--- config.mk ---
export PLATFORM = sky130hd
export DESIGN_NAME = fetch_unit
export DESIGN_NICKNAME = d
export VERILOG_FILES = /design/src/rtl/fetch_unit_pkg.sv /design/src/rtl/fetch_unit_sat_counter.sv /design/src/rtl/fetch_unit.sv
export SDC_FILE = /design/constraint.sdc
export NUM_CORES = 1
export LEC_CHECK = 0
export BUFFER_PORTS_ARGS = -buffer_cell sky130_fd_sc_hd__buf_2
export CORE_MARGIN = 1.5
export CORE_UTILIZATION = 50
export CTS_BUF_LIST = sky130_fd_sc_hd__clkbuf_8
export DETAILED_ROUTE_END_ITERATION = 10
export HOLD_SLACK_MARGIN = 0.1
export MAX_ROUTING_LAYER = met4
export PLACE_DENSITY_LB_ADDON = 0.12
export SLEW_MARGIN = 20
export SYNTH_ARGS = -nofsm -noshare
export SYNTH_HDL_FRONTEND = slang
export SYNTH_SLANG_ARGS = --single-unit
--- constraint.sdc ---
create_clock -name CLK -period 4.31 [get_ports CLK]
set_input_delay 0.862 -clock CLK [delete_from_list [all_inputs] [get_ports CLK]]
set_output_delay 0.862 -clock CLK [all_outputs]
set_load 0.01 [all_outputs]
--- src/rtl/fetch_unit_pkg.sv ---
// Shared types and defaults for the fetch sequencer.
package definitions;

    typedef enum logic [1:0] {
        IDLE   = 2'd0,
        RUN    = 2'd1,
        HALTED = 2'd2
    } fetch_state_t;

    localparam int kPC_W = 10;

endpackage

--- src/rtl/fetch_unit_sat_counter.sv ---
// Up-counter with synchronous clear and enable that sticks at all-ones.
module sat_counter #(
    parameter int W = 16
) (
    input  logic         CLK,
    input  logic         i_clr,
    input  logic         i_en,
    output logic [W-1:0] o_q
);

    logic [W-1:0] r_q;

    // Clear beats enable so a restart in the same cycle always lands on zero.
    always_ff @(posedge CLK) begin
        if (i_clr)
            r_q <= '0;
        else if (i_en && (r_q != {W{1'b1}}))
            r_q <= r_q + 1'b1;
    end

    assign o_q = r_q;

endmodule

--- src/rtl/fetch_unit.sv ---
// PC register, next-PC select and start/halt sequencing for the instruction ROM.
import definitions::*;

module fetch_unit #(
    parameter int PC_W = kPC_W,
    parameter int CT_W = 16
) (
    input  logic            CLK,
    input  logic            Reset,
    input  logic            Start,
    input  logic [PC_W-1:0] Start_addr,
    input  logic            Halt,
    input  logic            Jump_en,
    input  logic [15:0]     Target,
    output logic [PC_W-1:0] PC,
    output logic            Fetch_valid,
    output logic            Done,
    output logic [CT_W-1:0] Cycle_ct
);

    fetch_state_t    r_state;
    logic [PC_W-1:0] r_pc;
    logic            w_run;
    logic            w_start_acc;
    logic            w_unused_tgt;

    assign w_run        = (r_state == RUN);
    assign w_start_acc  = Start && !w_run;
    // Upper branch-target bits never reach the PC.
    assign w_unused_tgt = ^Target[15:PC_W];

    always_ff @(posedge CLK) begin
        if (Reset) begin
            r_state <= IDLE;
            r_pc    <= '0;
        end else begin
            case (r_state)
                IDLE, HALTED: begin
                    if (Start) begin
                        r_state <= RUN;
                        r_pc    <= Start_addr;
                    end
                end
                RUN: begin
                    if (Halt)
                        r_state <= HALTED;
                    else if (Jump_en)
                        r_pc <= Target[PC_W-1:0];
                    else
                        r_pc <= r_pc + 1'b1;
                end
                default: begin
                    r_state <= IDLE;
                    r_pc    <= '0;
                end
            endcase
        end
    end

    sat_counter #(.W(CT_W)) u_cycle_ct (
        .CLK   (CLK),
        .i_clr (Reset || w_start_acc),
        .i_en  (w_run),
        .o_q   (Cycle_ct)
    );

    assign PC          = r_pc;
    assign Fetch_valid = w_run;
    assign Done        = (r_state == HALTED);

endmodule

# ---- Yosys cells after proc, flatten, opt, wreduce, memory -nomap -nowiden
# Index checks and enable logic that the tools add are counted.
dict set report classes {
  addsub 2
  n_eq_ne 6
  mux 7
  reduce_logical 8
}
# operator count
set ops {}
lappend ops {{$mux W10} 3}
lappend ops {{$pmux W10 S2} 1}
lappend ops {{$add A16 B1 Y16 const B} 1}
lappend ops {{$ne A16 B16 Y1 const B} 1}
lappend ops {{$add A10 B1 Y10 const B} 1}
lappend ops {{$ne A2 B2 Y1 const B} 3}
lappend ops {{$mux W2} 2}
lappend ops {{$pmux W2 S2} 1}
lappend ops {{$reduce_and A2 Y1} 2}
lappend ops {{$eq A2 B1 Y1 const B} 1}
lappend ops {{$eq A2 B2 Y1 const B} 1}
lappend ops {{$logic_and A1 B1 Y1} 2}
lappend ops {{$logic_not A2 Y1} 1}
lappend ops {{$reduce_or A2 Y1} 1}
lappend ops {{$logic_not A1 Y1} 1}
lappend ops {{$logic_or A1 B1 Y1} 1}
dict set report totals {
  register_bits 28
  input_bits 31
  output_inout_bits 28
  word_cells 26
}

# ---- Depth between registers and ports, before layout
# Gate-level depths: netlist of the first run.
dict set report depth {
  word_depth 4
  depth_mapped 6
  mapped_depth_nobuf 5
}

# ---- Modules after synthesis
# Synthesis of the first run repeated with hierarchy kept, for this count alone.
dict set report unflattened {
  cells_unflattened 209
  hier_area_um2 1674.1
}
# mod instances cells_per_inst area_per_inst_um2 seq_area_each_um2
set by_module_without_submodules {}
lappend by_module_without_submodules {sat_counter 1 99 848.3 320.3}
lappend by_module_without_submodules {fetch_unit 1 110 825.8 240.2}

# ---- Worst setup path after synthesis of the first run
# No wires, ideal clock.
dict set report synth_timing {
  path_type {input port to flip-flop}
  from {input port Jump_en}
  to {register r_pc[6] (netlist: PC[6])}
  setup_time_ns 0.071
  arrival_time_ns 1.935
  required_time_ns 4.239
  slack_ns 2.305
  cell_stages 5
  n_path_buf 1
  path_cell_list {clkbuf_1 or3b_2 o21ba_2 o21ai_0 a21oi_1}
}
dict set report synth_via {
  elab_chain_cells 3
}
# element line_no
set synth_rtl {}
lappend synth_rtl {{start, declared} fetch_unit.sv:13} ;# input logic Jump_en,
lappend synth_rtl {{$mux W10} fetch_unit.sv:47} ;# else if (Jump_en)
lappend synth_rtl {{$mux W10} fetch_unit.sv:45} ;# if (Halt)
lappend synth_rtl {{$pmux W10 S2} fetch_unit.sv:37} ;# case (r_state)
lappend synth_rtl {{end signal, assigned} fetch_unit.sv:41} ;# r_pc <= Start_addr;
lappend synth_rtl {{end signal, assigned} fetch_unit.sv:48} ;# r_pc <= Target[PC_W-1:0];
lappend synth_rtl {{end signal, assigned} fetch_unit.sv:50} ;# r_pc <= r_pc + 1'b1;
lappend synth_rtl {{end, declared} fetch_unit.sv:22} ;# logic [PC_W-1:0] r_pc;
# No other way between the ends. The select of a mux whose other input is x is not followed.
# A chain may end at the register's enable or synchronous reset.

# ---- Final worst setup path of the first run
dict set report layout_timing {
  from {register r_state[0]}
  to {output port Fetch_valid}
}
dict set report layout_via {
  elab_chain_cells 1
}
# element line_no
set layout_rtl {}
lappend layout_rtl {{start, declared} fetch_unit.sv:21} ;# fetch_state_t r_state;
lappend layout_rtl {{start signal, assigned} fetch_unit.sv:34} ;# r_state <= IDLE;
lappend layout_rtl {{start signal, assigned} fetch_unit.sv:40} ;# r_state <= RUN;
lappend layout_rtl {{start signal, assigned} fetch_unit.sv:46} ;# r_state <= HALTED;
lappend layout_rtl {{$eq A2 B1 Y1} fetch_unit.sv:27} ;# assign w_run = (r_state == RUN);
lappend layout_rtl {{end, declared} fetch_unit.sv:16} ;# output logic Fetch_valid,
# No other way between the ends.

==> results of run 1 <==
per-stage QoR:
stage | cells | utilization [%] | total power [mW]
global placement | 293 | 62.0 | 0.379
detailed placement | 293 | 62.0 | 0.381
finish | 297 | 64.3 | 0.586
CTS | 297 | 64.3 | 0.589
global route | 297 | 64.3 | 0.612
floorplan | 204 | - | 0.346
sequential cells by signal (all words and copies together) (netlist names):
register / cells
r_state: 2
u_cycle_ct.o_q: 16
PC: 10
layout make-up:
type	instances	area, um^2	share of cell area, %
clock buffers	3	41.3	2.10
clock inverters	1	30.0	1.53
inverters	13	48.8	2.49
multi-input cells	155	960	48.9
flip-flops and latches	28	561	28.6
well taps	44	55.1	2.80
repair buffers	53	268	13.6
worst reg2reg max path, cell delays in order (launching register included):
cell      delay, ns
dfxtp_1        0.47
nand2b_1       0.39
inv_1          0.25
a21oi_1        0.80
o31ai_1        0.20
a221oi_1       0.31
per-layer routing:
layer	up-vias	share of wire [%]	routed length, um	global-route usage [%]
met1	795	42	1770	30.2
met3	8	4.9	207	5.24
met5	-	0	0	-
met2	64	51	2130	44.3
li1	873	-	-	-
met4	0	2.0	85	10.5
worst max-delay path by stage:
stage                           from     endpoint  slack, ns  cells past startpoint
final                     r_state[0]  Fetch_valid       1.69                      3
after global routing      r_state[1]        PC[9]       1.48                      5
after CTS                 r_state[0]  Fetch_valid       1.69                      3
after detailed placement  r_state[0]        PC[9]       1.88                      5
after global placement    r_state[0]        PC[9]       1.85                      5
after floorplan              Jump_en        PC[6]       2.30                      5
cells in the mapped netlist, drive strengths merged (4+ instances only):
library cell   n
a211oi         6
a21oi         23
buf            5
dfxtp         28
inv           13
nand2          9
nand2b         4
nand3         11
nand4          4
nor2          16
nor3           9
nor4           5
o21ai         15
o31ai          5
or3            5
or4            4
power by group:
part / leakage [nW] / internal, mW / switching (mW) / total [mW]
clock network: 0.0357 / 0.124 / 0.0859 / 0.210
logic: 0.561 / 0.0385 / 0.0492 / 0.0877
registers: 0.228 / 0.270 / 0.0180 / 0.288
total: 0.825 / 0.433 / 0.153 / 0.586
cells by family after synthesis:
kind of cell | share of synthesized area (%)
simple gates | 27.8
compound gates | 27.0
flops | 34.9
buf+inv | 5.23
xor+xnor | 1.64
mux | 1.87
fa+ha+maj | 1.56
==> flow_summary.html, run 1 <==
<table>
<tr><th>Metric</th><th>Value</th></tr>
<tr><th colspan="2">Status</th></tr>
<tr><td>Result of the run</td><td>finished clean</td></tr>
<tr><th colspan="2">CTS</th></tr>
<tr><td>Hold buffer count at cts</td><td>0</td></tr>
<tr><td>Maximum count of clock buffers along a single path</td><td>2</td></tr>
<tr><td>TritonCTS clock tree</td><td>built</td></tr>
<tr><td>H-tree depth</td><td>1</td></tr>
<tr><td>Gates resized, CTS repair</td><td>0</td></tr>
<tr><td># clock sinks</td><td>28</td></tr>
<tr><td>Clock tree root driver cell</td><td>clkbuf_8</td></tr>
<tr><td>Number of buffers added by the clock tree synthesis step</td><td>3</td></tr>
<tr><td>Clock transition at the registers of the reported paths</td><td>0.10 ns</td></tr>
<tr><td>Insertion delay to the later sink of the worst-skew pair</td><td>0.28 ns</td></tr>
<tr><td>Setup fix buffers added after clock tree synthesis</td><td>0</td></tr>
<tr><th colspan="2">Logic synthesis</th></tr>
<tr><td>Total standard cell area after synthesis</td><td>1600 um^2</td></tr>
<tr><td>Number of synthesis warnings</td><td>0</td></tr>
<tr><td>Post-synth top flop</td><td>dfxtp_1</td></tr>
<tr><td>Proportion of netlist area held by the largest area contributor</td><td>34.9%</td></tr>
<tr><td>Proportion of register bits with asynchronous set or reset after synthesis</td><td>0%</td></tr>
<tr><td>Synthesized net count</td><td>about 240</td></tr>
<tr><td>Count of flip-flops with a built-in enable after synthesis</td><td>0</td></tr>
<tr><td>Unique masters post-synth</td><td>41</td></tr>
<tr><td>Syn_area_per_cell</td><td>7.86 um^2</td></tr>
<tr><td>Sequential-to-total area share from yosys stat</td><td>34.9%</td></tr>
<tr><td>Cell accounting for the most synthesized area</td><td>dfxtp_1</td></tr>
<tr><td>Number of cells produced by synthesis</td><td>204</td></tr>
<tr><td>Most area-consuming cells after synthesis</td><td>dfxtp_1 35%, a21oi_1 7.2%, o21ai_0 4.4%, nor2_1 3.7%, nand3_1 3.4%</td></tr>
<tr><td>Post-synthesis register bit count</td><td>28</td></tr>
<tr><th colspan="2">Worst setup path</th></tr>
<tr><td>Critical path class</td><td>reg -&gt; out</td></tr>
<tr><td>Endpoint of the worst-slack reg-to-reg timing path</td><td>PC[9]</td></tr>
<tr><td>Crit Reg-Reg Startpoint</td><td>r_state[0]</td></tr>
<tr><td>Cell Chain, Critical Path</td><td>nand2b_1 &gt; inv_1 &gt; buf_2</td></tr>
<tr><td>Buffers plus inverters on the worst setup path</td><td>2</td></tr>
<tr><td>Setup crit start kind</td><td>flip-flop</td></tr>
<tr><td>Critical-path maximum fanout</td><td>14</td></tr>
<tr><td>Delay of the slowest critical-path stage</td><td>0.62 ns</td></tr>
<tr><td>Reg2reg setup slack</td><td>between 1.5 and 2 ns</td></tr>
<tr><td>Largest delay share family, worst path</td><td>flip-flops</td></tr>
<tr><td>Critical-path top delay cell</td><td>dfxtp_1</td></tr>
<tr><td>Crit path capture type</td><td>primary output</td></tr>
<tr><td>Critical Path RT</td><td>3.45 ns</td></tr>
<tr><td>Data arrival at the endpoint of the critical path</td><td>1.76 ns</td></tr>
<tr><td>Worst Reg-to-Reg Cells</td><td>5</td></tr>
<tr><th colspan="2">Cells and area</th></tr>
<tr><td>Filler instances</td><td>304</td></tr>
<tr><td>Most frequent cells in the layout</td><td>52 x buf_2, 28 x dfxtp_1, 23 x a21oi_1, 16 x nor2_1, 14 x o21ai_0</td></tr>
<tr><td>Leading cell type in the layout, fill and taps excluded</td><td>buf_2</td></tr>
<tr><td>Layout Area Growth over Synthesis</td><td>22.4%</td></tr>
<tr><td>Layout Cell Area excl Fill</td><td>between 1500 and 2000 um^2</td></tr>
<tr><td>Number of nets at the end of the flow</td><td>around 290</td></tr>
<tr><td>Ant diodes</td><td>0</td></tr>
<tr><td>Share of final-layout standard cells stronger than drive strength 1</td><td>24.9%</td></tr>
<tr><th colspan="2">Floorplanning</th></tr>
<tr><td>Die width</td><td>between 50 and 60 um</td></tr>
<tr><td>Count of boundary I/O pins</td><td>59</td></tr>
<tr><td>Vertical die dimension</td><td>~60 um</td></tr>
<tr><td>Initial core utilization</td><td>52.5%</td></tr>
<tr><td>Total number of placement rows</td><td>20</td></tr>
<tr><td>Die area</td><td>3560 um^2</td></tr>
<tr><td>Core Footprint</td><td>3050 um^2</td></tr>
<tr><th colspan="2">Timing</th></tr>
<tr><td>Hold WS</td><td>between 0.5 and 0.6 ns</td></tr>
<tr><td>Achievable clock frequency</td><td>382 MHz</td></tr>
<tr><td>Max-slew headroom at the worst pin</td><td>between 30 and 40%</td></tr>
<tr><td>Final setup TNS</td><td>0 ns</td></tr>
<tr><td>Setup violations, final</td><td>0</td></tr>
<tr><td>Setup repair after global routing missed its margin</td><td>false</td></tr>
<tr><td>Post-route fraction of the period consumed by the critical path</td><td>between 60% and 70%</td></tr>
<tr><td>Fin crit period</td><td>about 2.6 ns</td></tr>
<tr><td>Final hold viol count</td><td>0</td></tr>
<tr><td>Final clock skew</td><td>0.00279 ns</td></tr>
<tr><td>Number of pins with negative max-slew slack in the final report</td><td>0</td></tr>
<tr><td>Least-Margin Pin Slew</td><td>0.932 ns</td></tr>
<tr><td>Final critical-path setup slack</td><td>1.69 ns</td></tr>
<tr><th colspan="2">Place</th></tr>
<tr><td>Placed wire-length estimate after detailed placement</td><td>3.02 mm</td></tr>
<tr><td>I/O Buffers</td><td>52</td></tr>
<tr><td>Area after DPL</td><td>about 1900 um^2</td></tr>
<tr><td>Placer Congestion</td><td>0.858</td></tr>
<tr><td>Dpl ws</td><td>1.88 ns</td></tr>
<tr><th colspan="2">Global route</th></tr>
<tr><td>GRT Total Usage</td><td>26.2%</td></tr>
<tr><td>Via count of the first global-routing pass</td><td>between 1500 and 2000</td></tr>
<tr><td>Number of antenna violations at the first check in global routing</td><td>0</td></tr>
<tr><td>Global-route wire length before repair</td><td>between 6 and 7 mm</td></tr>
<tr><td>Final global-route overflow total</td><td>0</td></tr>
<tr><td>Largest net degree at the start of global routing</td><td>20</td></tr>
<tr><th colspan="2">Routing</th></tr>
<tr><td>Total number of vias</td><td>1740</td></tr>
<tr><td>First-pass iteration count of the detailed router</td><td>4</td></tr>
<tr><td>Average detailed-routed wire length per instance</td><td>14.1 um</td></tr>
<tr><td>Wirelength, routed</td><td>around 4.2 mm</td></tr>
<tr><td>Via density per instance</td><td>5.86</td></tr>
<tr><td>Antenna Nets Post-Route</td><td>0</td></tr>
<tr><td>DRC violations left</td><td>0</td></tr>
<tr><td>Starting DRT DRC Count</td><td>approximately 130</td></tr>
<tr><th colspan="2">Hold path</th></tr>
<tr><td>Number of cells on the worst hold path</td><td>2</td></tr>
<tr><td>Worst min-delay path startpoint</td><td>PC[9]</td></tr>
<tr><td>Min-Delay Path Class</td><td>reg -&gt; reg</td></tr>
<tr><td>Endpoint with the worst hold slack</td><td>PC[9]</td></tr>
<tr><th colspan="2">Pwr</th></tr>
<tr><td>Static leakage</td><td>0.825 nW</td></tr>
<tr><td>Maximum vdd ir drop</td><td>254 uV</td></tr>
<tr><td>Power density over the cells</td><td>298 nW/um^2</td></tr>
<tr><th colspan="2">Flow run</th></tr>
<tr><td>Number of max-cap violations</td><td>0</td></tr>
</table>
No activity file was read; power rests on OpenSTA's default activity.
==> inputs of run 2 (changes only) <==
Settings changed: ABC_AREA from default to 1.
Clock period 4.31 ns to 2.6 ns, I/O delays scaled along.
==> run 2 against run 1 <==
Wire length increased by 2.5%. Highest routed layer unchanged. Flip-flop and latch count unchanged. Hold slack got worse by 0.097 ns. Critical path depth increased by 1. Clock power increased by 29%. Utilization decreased by 2.0 points. Area after synthesis increased by 8.8%. Non-clock buffer count unchanged. Critical path type unchanged.
==> flow_summary.html, run 2 <==
<table>
<tr><th>Metric</th><th>Value</th></tr>
<tr><th colspan="2">Place</th></tr>
<tr><td>Placed wire-length estimate after detailed placement</td><td>3.12 mm (+3.1%)</td></tr>
<tr><td>Placer Congestion</td><td>0.841 (-2.0%)</td></tr>
<tr><td>I/O Buffers</td><td>52 (unchanged)</td></tr>
<tr><td>Dpl ws</td><td>0.770 ns (-1.11 ns)</td></tr>
<tr><td>Number of placed cells counting well taps</td><td>370 (+26%)</td></tr>
<tr><th colspan="2">Floorplanning</th></tr>
<tr><td>Total number of placement rows</td><td>21 (+5.0%)</td></tr>
<tr><td>Die area</td><td>3850 um^2 (+8.4%)</td></tr>
<tr><td>Count of boundary I/O pins</td><td>59 (unchanged)</td></tr>
<tr><td>Vertical die dimension</td><td>62.1 um (+4.1%)</td></tr>
<tr><td>Core Footprint</td><td>3340 um^2 (+9.3%)</td></tr>
<tr><td>Initial core utilization</td><td>52.3% (-0.24 points)</td></tr>
<tr><td>Die width</td><td>62.1 um (+4.1%)</td></tr>
<tr><th colspan="2">CTS</th></tr>
<tr><td>Clock transition at the registers of the reported paths</td><td>0.09 ns (about the same)</td></tr>
<tr><td>TritonCTS clock tree</td><td>built</td></tr>
<tr><td># clock sinks</td><td>28 (unchanged)</td></tr>
<tr><td>H-tree depth</td><td>1 (unchanged)</td></tr>
<tr><td>Hold buffer count at cts</td><td>0 (unchanged)</td></tr>
<tr><td>Number of buffers added by the clock tree synthesis step</td><td>3 (unchanged)</td></tr>
<tr><td>Clock tree root driver cell</td><td>clkbuf_8</td></tr>
<tr><td>Maximum count of clock buffers along a single path</td><td>2 (unchanged)</td></tr>
<tr><td>Setup fix buffers added after clock tree synthesis</td><td>0 (unchanged)</td></tr>
<tr><td>Gates resized, CTS repair</td><td>0 (unchanged)</td></tr>
<tr><td>Insertion delay to the later sink of the worst-skew pair</td><td>0.27 ns (about the same)</td></tr>
<tr><th colspan="2">Timing</th></tr>
<tr><td>Final critical-path setup slack</td><td>0.690 ns (-1.00 ns)</td></tr>
<tr><td>Setup repair after global routing missed its margin</td><td>false</td></tr>
<tr><td>Number of pins with negative max-slew slack in the final report</td><td>0 (unchanged)</td></tr>
<tr><td>Fin crit period</td><td>1.91 ns</td></tr>
<tr><td>Final clock skew</td><td>0.00312 ns (+0.000330 ns)</td></tr>
<tr><td>Post-route fraction of the period consumed by the critical path</td><td>between 70 and 80%</td></tr>
<tr><td>Achievable clock frequency</td><td>524 MHz</td></tr>
<tr><td>Least-Margin Pin Slew</td><td>0.508 ns (-0.423 ns)</td></tr>
<tr><td>Final setup TNS</td><td>0 ns (unchanged)</td></tr>
<tr><td>Max-slew headroom at the worst pin</td><td>66.1% (+28 points)</td></tr>
<tr><td>Final hold viol count</td><td>0 (unchanged)</td></tr>
<tr><td>Setup violations, final</td><td>0 (unchanged)</td></tr>
<tr><th colspan="2">Global route</th></tr>
<tr><td>Number of antenna violations at the first check in global routing</td><td>0 (unchanged)</td></tr>
<tr><td>GRT Total Usage</td><td>24.6% (-1.6 points)</td></tr>
<tr><td>Global-route wire length before repair</td><td>6.99 mm (+1.6%)</td></tr>
<tr><td>Largest net degree at the start of global routing</td><td>17 (-15%)</td></tr>
<tr><td>Final global-route overflow total</td><td>0 (unchanged)</td></tr>
<tr><td>Via count of the first global-routing pass</td><td>1608 (+2.6%)</td></tr>
<tr><th colspan="2">Cells and area</th></tr>
<tr><td>Most frequent cells in the layout</td><td>81 x nand2_1, 52 x buf_2, 42 x nor2_1, 35 x a21oi_1, 28 x dfxtp_1</td></tr>
<tr><td>Layout Area Growth over Synthesis</td><td>19.1%</td></tr>
<tr><td>Number of nets at the end of the flow</td><td>362 (+26%)</td></tr>
<tr><td>Leading cell type in the layout, fill and taps excluded</td><td>nand2_1</td></tr>
<tr><td>Share of final-layout standard cells stronger than drive strength 1</td><td>20.4% (-4.5 points)</td></tr>
<tr><td>Number of flip-flops in the largest register</td><td>16 (unchanged)</td></tr>
<tr><td>Ant diodes</td><td>0 (unchanged)</td></tr>
<tr><td>Final core occ</td><td>62.3% (-2.0 points)</td></tr>
<tr><td>Fin cells</td><td>374 (+26%)</td></tr>
<tr><th colspan="2">Logic synthesis</th></tr>
<tr><td>Synthesized net count</td><td>312 (+32%)</td></tr>
<tr><td>Proportion of netlist area held by the largest area contributor</td><td>32.1% (-2.8 points)</td></tr>
<tr><td>Syn_area_per_cell</td><td>6.26 um^2 (-20%)</td></tr>
<tr><td>Post-synth top flop</td><td>dfxtp_1</td></tr>
<tr><td>Top-count cell post-synth</td><td>nand2_1</td></tr>
<tr><td>Number of cells produced by synthesis</td><td>279 (+37%)</td></tr>
<tr><td>Proportion of register bits with asynchronous set or reset after synthesis</td><td>0% (unchanged)</td></tr>
<tr><td>Most used standard cells in the synthesized netlist</td><td>81 x nand2_1, 42 x nor2_1, 35 x a21oi_1, 28 x dfxtp_1, 21 x inv_1</td></tr>
<tr><td>Count of flip-flops with a built-in enable after synthesis</td><td>0 (unchanged)</td></tr>
<tr><td>Number of synthesis warnings</td><td>0 (unchanged)</td></tr>
<tr><td>Total standard cell area after synthesis</td><td>1750 um^2 (+8.8%)</td></tr>
<tr><td>Sequential-to-total area share from yosys stat</td><td>32.1% (-2.8 points)</td></tr>
<tr><td>Most area-consuming cells after synthesis</td><td>dfxtp_1 32%, nand2_1 17%, a21oi_1 10%, nor2_1 9.0%, o21ai_0 5.2%</td></tr>
<tr><td>Cell accounting for the most synthesized area</td><td>dfxtp_1</td></tr>
<tr><td>Unique masters post-synth</td><td>21 (-49%)</td></tr>
<tr><td>Post-synthesis register bit count</td><td>28 (unchanged)</td></tr>
<tr><th colspan="2">Pwr</th></tr>
<tr><td>Switching power</td><td>0.254 mW (+66%)</td></tr>
<tr><td>Maximum vdd ir drop</td><td>214 uV (-16%)</td></tr>
<tr><td>Static leakage</td><td>0.900 nW (+9.1%)</td></tr>
<tr><td>Logic pwr share</td><td>17.6% (+2.6 points)</td></tr>
<tr><td>Power density over the cells</td><td>432 nW/um^2 (+45%)</td></tr>
<tr><td>Clock network power share</td><td>30.0% (-5.9 points)</td></tr>
<tr><td>Power consumption</td><td>0.899 mW (+54%)</td></tr>
<tr><td>Sequential share of power</td><td>52.4% (+3.3 points)</td></tr>
<tr><td>Switching share of total power</td><td>28.3% (+2.2 points)</td></tr>
<tr><td>Internal cell power</td><td>0.645 mW (+49%)</td></tr>
<tr><th colspan="2">Status</th></tr>
<tr><td>Result of the run</td><td>finished clean</td></tr>
<tr><th colspan="2">Routing</th></tr>
<tr><td>First-pass iteration count of the detailed router</td><td>5 (+1)</td></tr>
<tr><td>Via density per instance</td><td>5.07 (-13%)</td></tr>
<tr><td>Antenna Nets Post-Route</td><td>0 (unchanged)</td></tr>
<tr><td>DRC violations left</td><td>0 (unchanged)</td></tr>
<tr><td>Starting DRT DRC Count</td><td>112 (-11%)</td></tr>
<tr><td>Wirelength, routed</td><td>4.29 mm (+2.5%)</td></tr>
<tr><td>Average detailed-routed wire length per instance</td><td>11.5 um (-19%)</td></tr>
<tr><td>Total number of vias</td><td>1898 (+9.1%)</td></tr>
<tr><th colspan="2">Worst setup path</th></tr>
<tr><td>Setup crit start kind</td><td>flip-flop</td></tr>
<tr><td>Data arrival at the endpoint of the critical path</td><td>1.39 ns (-0.37 ns)</td></tr>
<tr><td>Crit path capture type</td><td>primary output</td></tr>
<tr><td>Critical path class</td><td>reg -&gt; out</td></tr>
<tr><td>Cell Chain, Critical Path</td><td>inv_1 &gt; nand2_1 &gt; inv_2 &gt; buf_2</td></tr>
<tr><td>Critical-path top delay cell</td><td>nand2_1</td></tr>
<tr><td>Delay of the slowest critical-path stage</td><td>0.38 ns (-0.24 ns)</td></tr>
<tr><td>Buffers plus inverters on the worst setup path</td><td>3 (+1)</td></tr>
<tr><td>Reg2reg setup slack</td><td>0.70 ns (-1.10 ns)</td></tr>
<tr><td>Critical Path RT</td><td>2.08 ns (-1.37 ns)</td></tr>
<tr><td>Largest delay share family, worst path</td><td>buffers and inverters</td></tr>
<tr><td>Critical-path maximum fanout</td><td>13 (-1)</td></tr>
<tr><th colspan="2">Flow run</th></tr>
<tr><td>Number of max-cap violations</td><td>0 (unchanged)</td></tr>
<tr><th colspan="2">Hold path</th></tr>
<tr><td>Min-Delay Path Class</td><td>in -&gt; reg</td></tr>
</table>
-- run 2: changes by cell type after synthesis, moves of 5 or more --
cell and change:
nand2_1 +72, nor2_1 +26, a21oi_1 +12, nor3_1 -9, inv_1 +8, xor2_1 +8, a211oi_1 -6, nor4_1 -5
o31ai_1 -5, or3_1 -5
-- run 2: final timing paths --
path	from	end	depth (start not counted)
hold reg to reg	r_state[1]	r_state[1]	2
setup reg to reg	r_state[1]	PC[9]	8
hold / removal	Reset	r_state[1]	2
setup / recovery	r_state[1]	Fetch_valid	4
-- run 2: power groups by stage --
stage / combinational, mW / sequential [mW] / clock (mW)
4_1_cts: 0.159 / 0.471 / 0.281
2_1_floorplan: 0.0978 / 0.485 / 0
3_3_place_gp: 0.156 / 0.481 / 0
6_report: 0.158 / 0.471 / 0.270
5_1_grt: 0.182 / 0.476 / 0.297
3_5_place_dp: 0.159 / 0.481 / 0
-- run 2: cells by family after synthesis --
family / count (synthesis) / synth area share, %
DFF: 28 / 32.1
buffers and inverters: 31 / 7.60
AOI/OAI and AO/OA: 58 / 18.1
xor gates and xnor gates: 11 / 5.52
adders and majority gates: 2 / 1.43
and+or+nand+nor: 149 / 35.3
-- run 2: through the flow --
stage                     cell area (um^2)  hold WS, ns
final                                 2080        0.426
after detailed placement              2020        0.472
after floorplan                       1750        0.458
after global placement                2020        0.478
after global routing                  2080        0.414
after CTS                             2080        0.419
-- run 2: final cells by class --
class                           instances  area [um^2]
Fill cell                             364         1260
Multi-Input combinational cell        220         1050
Sequential cell                        28          561
Timing Repair Buffer                   53          268
Inverter                               23         86.3
Tap cell                               46         57.6
Clock buffer                            4         55.1
-- run 2: routing by layer --
layer / up-vias / track usage (%) / share of wire, %
met5: - / - / 0
met4: 0 / 7.60 / 1.9
met3: 10 / 3.31 / 5.7
met2: 62 / 40.9 / 49
met1: 828 / 30.8 / 44
li1: 998 / - / -
-- run 2: worst register-to-register path, delay by kind of cell, from the launching register on --
kind	cells	cell delay, ns
flops	1	0.34
simple gates	3	0.66
compound gates	2	0.32
buf+inv	3	0.49
==> inputs of run 3 (changes only) <==
Clock period 2.6 ns to 1.9 ns, I/O delays scaled along.
==> run 3 against run 2 <==
Cell count up 0.80%. First-iteration DRC count up 22%. Via count down 0.32%. Wire length down 2.8%. Register-to-register slack worse by 0.32 ns. Flip-flop and latch count unchanged. Largest cell class unchanged. Hold slack worse by 0.14 ns. Critical endpoint is now u_cycle_ct.o_q[7]. Clock skew up 0.0038 ns. Count of clock-buffer cells in the layout down 1.
==> flow_summary.html, run 3 (synthesized netlist as in run 2, its figures left out) <==
<table>
<tr><th>Metric</th><th>Value</th></tr>
<tr><th colspan="2">CTS</th></tr>
<tr><td>Maximum count of clock buffers along a single path</td><td>2 (unchanged)</td></tr>
<tr><td>Clock transition at the registers of the reported paths</td><td>0.09 ns (about the same)</td></tr>
<tr><td>Insertion delay to the later sink of the worst-skew pair</td><td>0.27 ns (about the same)</td></tr>
<tr><td>TritonCTS clock tree</td><td>built</td></tr>
<tr><td>Gates resized, CTS repair</td><td>0 (unchanged)</td></tr>
<tr><td>Clock tree root driver cell</td><td>clkbuf_8</td></tr>
<tr><td>H-tree depth</td><td>1 (unchanged)</td></tr>
<tr><td>Setup fix buffers added after clock tree synthesis</td><td>0 (unchanged)</td></tr>
<tr><td>Number of buffers added by the clock tree synthesis step</td><td>3 (unchanged)</td></tr>
<tr><td>Hold buffer count at cts</td><td>0 (unchanged)</td></tr>
<tr><td># clock sinks</td><td>28 (unchanged)</td></tr>
<tr><th colspan="2">Timing</th></tr>
<tr><td>Hold WS</td><td>0.286 ns (-0.140 ns)</td></tr>
<tr><td>Max-slew headroom at the worst pin</td><td>67.1% (+1.0 points)</td></tr>
<tr><td>Final hold viol count</td><td>0 (unchanged)</td></tr>
<tr><td>Post-route fraction of the period consumed by the critical path</td><td>between 80% and 90%</td></tr>
<tr><td>Fin crit period</td><td>between 1.5 and 2 ns</td></tr>
<tr><td>Number of pins with negative max-slew slack in the final report</td><td>0 (unchanged)</td></tr>
<tr><td>Final setup TNS</td><td>0 ns (unchanged)</td></tr>
<tr><td>Least-Margin Pin Slew</td><td>0.493 ns (-0.0152 ns)</td></tr>
<tr><td>Achievable clock frequency</td><td>657 MHz</td></tr>
<tr><td>Setup violations, final</td><td>0 (unchanged)</td></tr>
<tr><td>Setup repair after global routing missed its margin</td><td>false</td></tr>
<tr><td>Final clock skew</td><td>0.00691 ns (+0.00378 ns)</td></tr>
<tr><th colspan="2">Routing</th></tr>
<tr><td>Total number of vias</td><td>1892 (-0.32%)</td></tr>
<tr><td>Starting DRT DRC Count</td><td>137 (+22%)</td></tr>
<tr><td>Average detailed-routed wire length per instance</td><td>11.1 um (-3.5%)</td></tr>
<tr><td>Antenna Nets Post-Route</td><td>0 (unchanged)</td></tr>
<tr><td>First-pass iteration count of the detailed router</td><td>4 (-1)</td></tr>
<tr><td>DRC violations left</td><td>0 (unchanged)</td></tr>
<tr><td>Wirelength, routed</td><td>4.18 mm (-2.8%)</td></tr>
<tr><td>Via density per instance</td><td>5.02 (-1.1%)</td></tr>
<tr><th colspan="2">Cells and area</th></tr>
<tr><td>Share of final-layout standard cells stronger than drive strength 1</td><td>21.1% (+0.72 points)</td></tr>
<tr><td>Number of flip-flops in the largest register</td><td>16 (unchanged)</td></tr>
<tr><td>Final core occ</td><td>62.8% (+0.49 points)</td></tr>
<tr><td>Leading cell type in the layout, fill and taps excluded</td><td>nand2_1</td></tr>
<tr><td>Ant diodes</td><td>0 (unchanged)</td></tr>
<tr><td>Layout Area Growth over Synthesis</td><td>20.1%</td></tr>
<tr><td>Filler instances</td><td>368 (+1.1%)</td></tr>
<tr><td>Most frequent cells in the layout</td><td>81 x nand2_1, 52 x buf_2, 42 x nor2_1, 35 x a21oi_1, 28 x dfxtp_1</td></tr>
<tr><td>Number of nets at the end of the flow</td><td>366 (+1.1%)</td></tr>
<tr><th colspan="2">Place</th></tr>
<tr><td>Placed wire-length estimate after detailed placement</td><td>3.10 mm (-0.68%)</td></tr>
<tr><td>I/O Buffers</td><td>52 (unchanged)</td></tr>
<tr><td>Placer Congestion</td><td>0.855 (+1.7%)</td></tr>
<tr><th colspan="2">Floorplanning</th></tr>
<tr><td>Vertical die dimension</td><td>62.1 um (unchanged)</td></tr>
<tr><td>Core Footprint</td><td>3340 um^2 (unchanged)</td></tr>
<tr><td>Die area</td><td>3850 um^2 (unchanged)</td></tr>
<tr><td>Count of boundary I/O pins</td><td>59 (unchanged)</td></tr>
<tr><td>Die width</td><td>62.1 um (unchanged)</td></tr>
<tr><td>Initial core utilization</td><td>52.3% (unchanged)</td></tr>
<tr><td>Total number of placement rows</td><td>21 (unchanged)</td></tr>
<tr><th colspan="2">Status</th></tr>
<tr><td>Result of the run</td><td>finished clean</td></tr>
<tr><th colspan="2">Pwr</th></tr>
<tr><td>Power consumption</td><td>1.19 mW (+32%)</td></tr>
<tr><td>Power density over the cells</td><td>567 nW/um^2 (+31%)</td></tr>
<tr><td>Maximum vdd ir drop</td><td>276 uV (+29%)</td></tr>
<tr><td>Static leakage</td><td>0.912 nW (+1.3%)</td></tr>
<tr><th colspan="2">Flow run</th></tr>
<tr><td>Number of max-cap violations</td><td>0 (unchanged)</td></tr>
<tr><th colspan="2">Worst setup path</th></tr>
<tr><td>Critical Path RT</td><td>2.11 ns (+0.03 ns)</td></tr>
<tr><td>Crit path capture type</td><td>flip-flop</td></tr>
<tr><td>Data arrival at the endpoint of the critical path</td><td>1.73 ns (+0.34 ns)</td></tr>
<tr><td>Critical path class</td><td>reg -&gt; reg</td></tr>
<tr><td>Buffers plus inverters on the worst setup path</td><td>1 (-2)</td></tr>
<tr><td>Cell Chain, Critical Path</td><td>ha_1 &gt; nand2_2 &gt; nor2_4 &gt; nand2_2 &gt; o21ai_4 &gt; buf_4 &gt; nand2_1 &gt; a21oi_2</td></tr>
<tr><td>Largest delay share family, worst path</td><td>flip-flops</td></tr>
<tr><td>Setup crit start kind</td><td>flip-flop</td></tr>
<tr><td>Delay of the slowest critical-path stage</td><td>0.41 ns (+0.03 ns)</td></tr>
<tr><td>Critical-path top delay cell</td><td>dfxtp_1</td></tr>
<tr><td>Critical-path maximum fanout</td><td>8 (-5)</td></tr>
<tr><td>Most frequent CP cell</td><td>nand2_2</td></tr>
<tr><th colspan="2">Hold path</th></tr>
<tr><td>Min-Delay Path Class</td><td>in -&gt; reg</td></tr>
<tr><th colspan="2">Global route</th></tr>
<tr><td>Largest net degree at the start of global routing</td><td>17 (unchanged)</td></tr>
<tr><td>Via count of the first global-routing pass</td><td>1569 (-2.4%)</td></tr>
<tr><td>Number of antenna violations at the first check in global routing</td><td>0 (unchanged)</td></tr>
<tr><td>Global-route wire length before repair</td><td>6.53 mm (-6.5%)</td></tr>
<tr><td>Final global-route overflow total</td><td>0 (unchanged)</td></tr>
<tr><td>GRT Total Usage</td><td>22.9% (-1.7 points)</td></tr>
</table>
run 3: changes by cell type in the layout (fill, tap and decap cells not counted), sizes merged:
cell / change
buf: +4
clkbuf: -1
run 3: final cells by class:
class,instances,area (um^2),share of cell area [%]
Tap cell,46,57.6,2.75
Multi-Input combinational cell,220,1050,50.2
Inverter,23,86.3,4.12
Sequential cell,28,561,26.7
Clock buffer,3,41.3,1.97
Timing Repair Buffer,57,298,14.2
run 3: through the flow:
stage | cells | setup WS, ns | cell area (um^2)
6_report | 377 | 0.378 | 2100
5_1_grt | 377 | 0.179 | 2100
4_1_cts | 377 | 0.377 | 2100
3_5_place_dp | 374 | 0.409 | 2050
3_3_place_gp | 374 | 0.410 | 2050
2_1_floorplan | 279 | 0.288 | 1750
run 3: worst paths after layout:
path | startpoint | end | slack (ns) | cells after the start
setup / recovery | u_cycle_ct.o_q[0] | u_cycle_ct.o_q[7] | 0.38 | 8
hold / removal | Reset | r_state[1] | 0.29 | 2
setup reg to reg | u_cycle_ct.o_q[0] | u_cycle_ct.o_q[7] | 0.38 | 8
hold reg to reg | r_state[1] | r_state[1] | 0.48 | 2
run 3: where the power goes:
part           leakage, nW  internal, mW  total, mW  switching (mW)
Clock               0.0216         0.142      0.319           0.177
Combinational        0.662        0.0907      0.224           0.133
Sequential           0.229         0.613      0.645          0.0327
Total                0.912         0.846       1.19           0.343
run 3: metal layers:
metal | up-vias | wire length, um | share of wire [%] | global-route usage [%]
met3 | 2 | 201 | 4.8 | 3.11
met2 | 51 | 2040 | 49 | 41.8
met5 | - | 0 | 0 | -
met4 | 0 | 24 | 0.57 | 3.65
met1 | 832 | 1910 | 46 | 27.0
li1 | 1007 | - | - | -
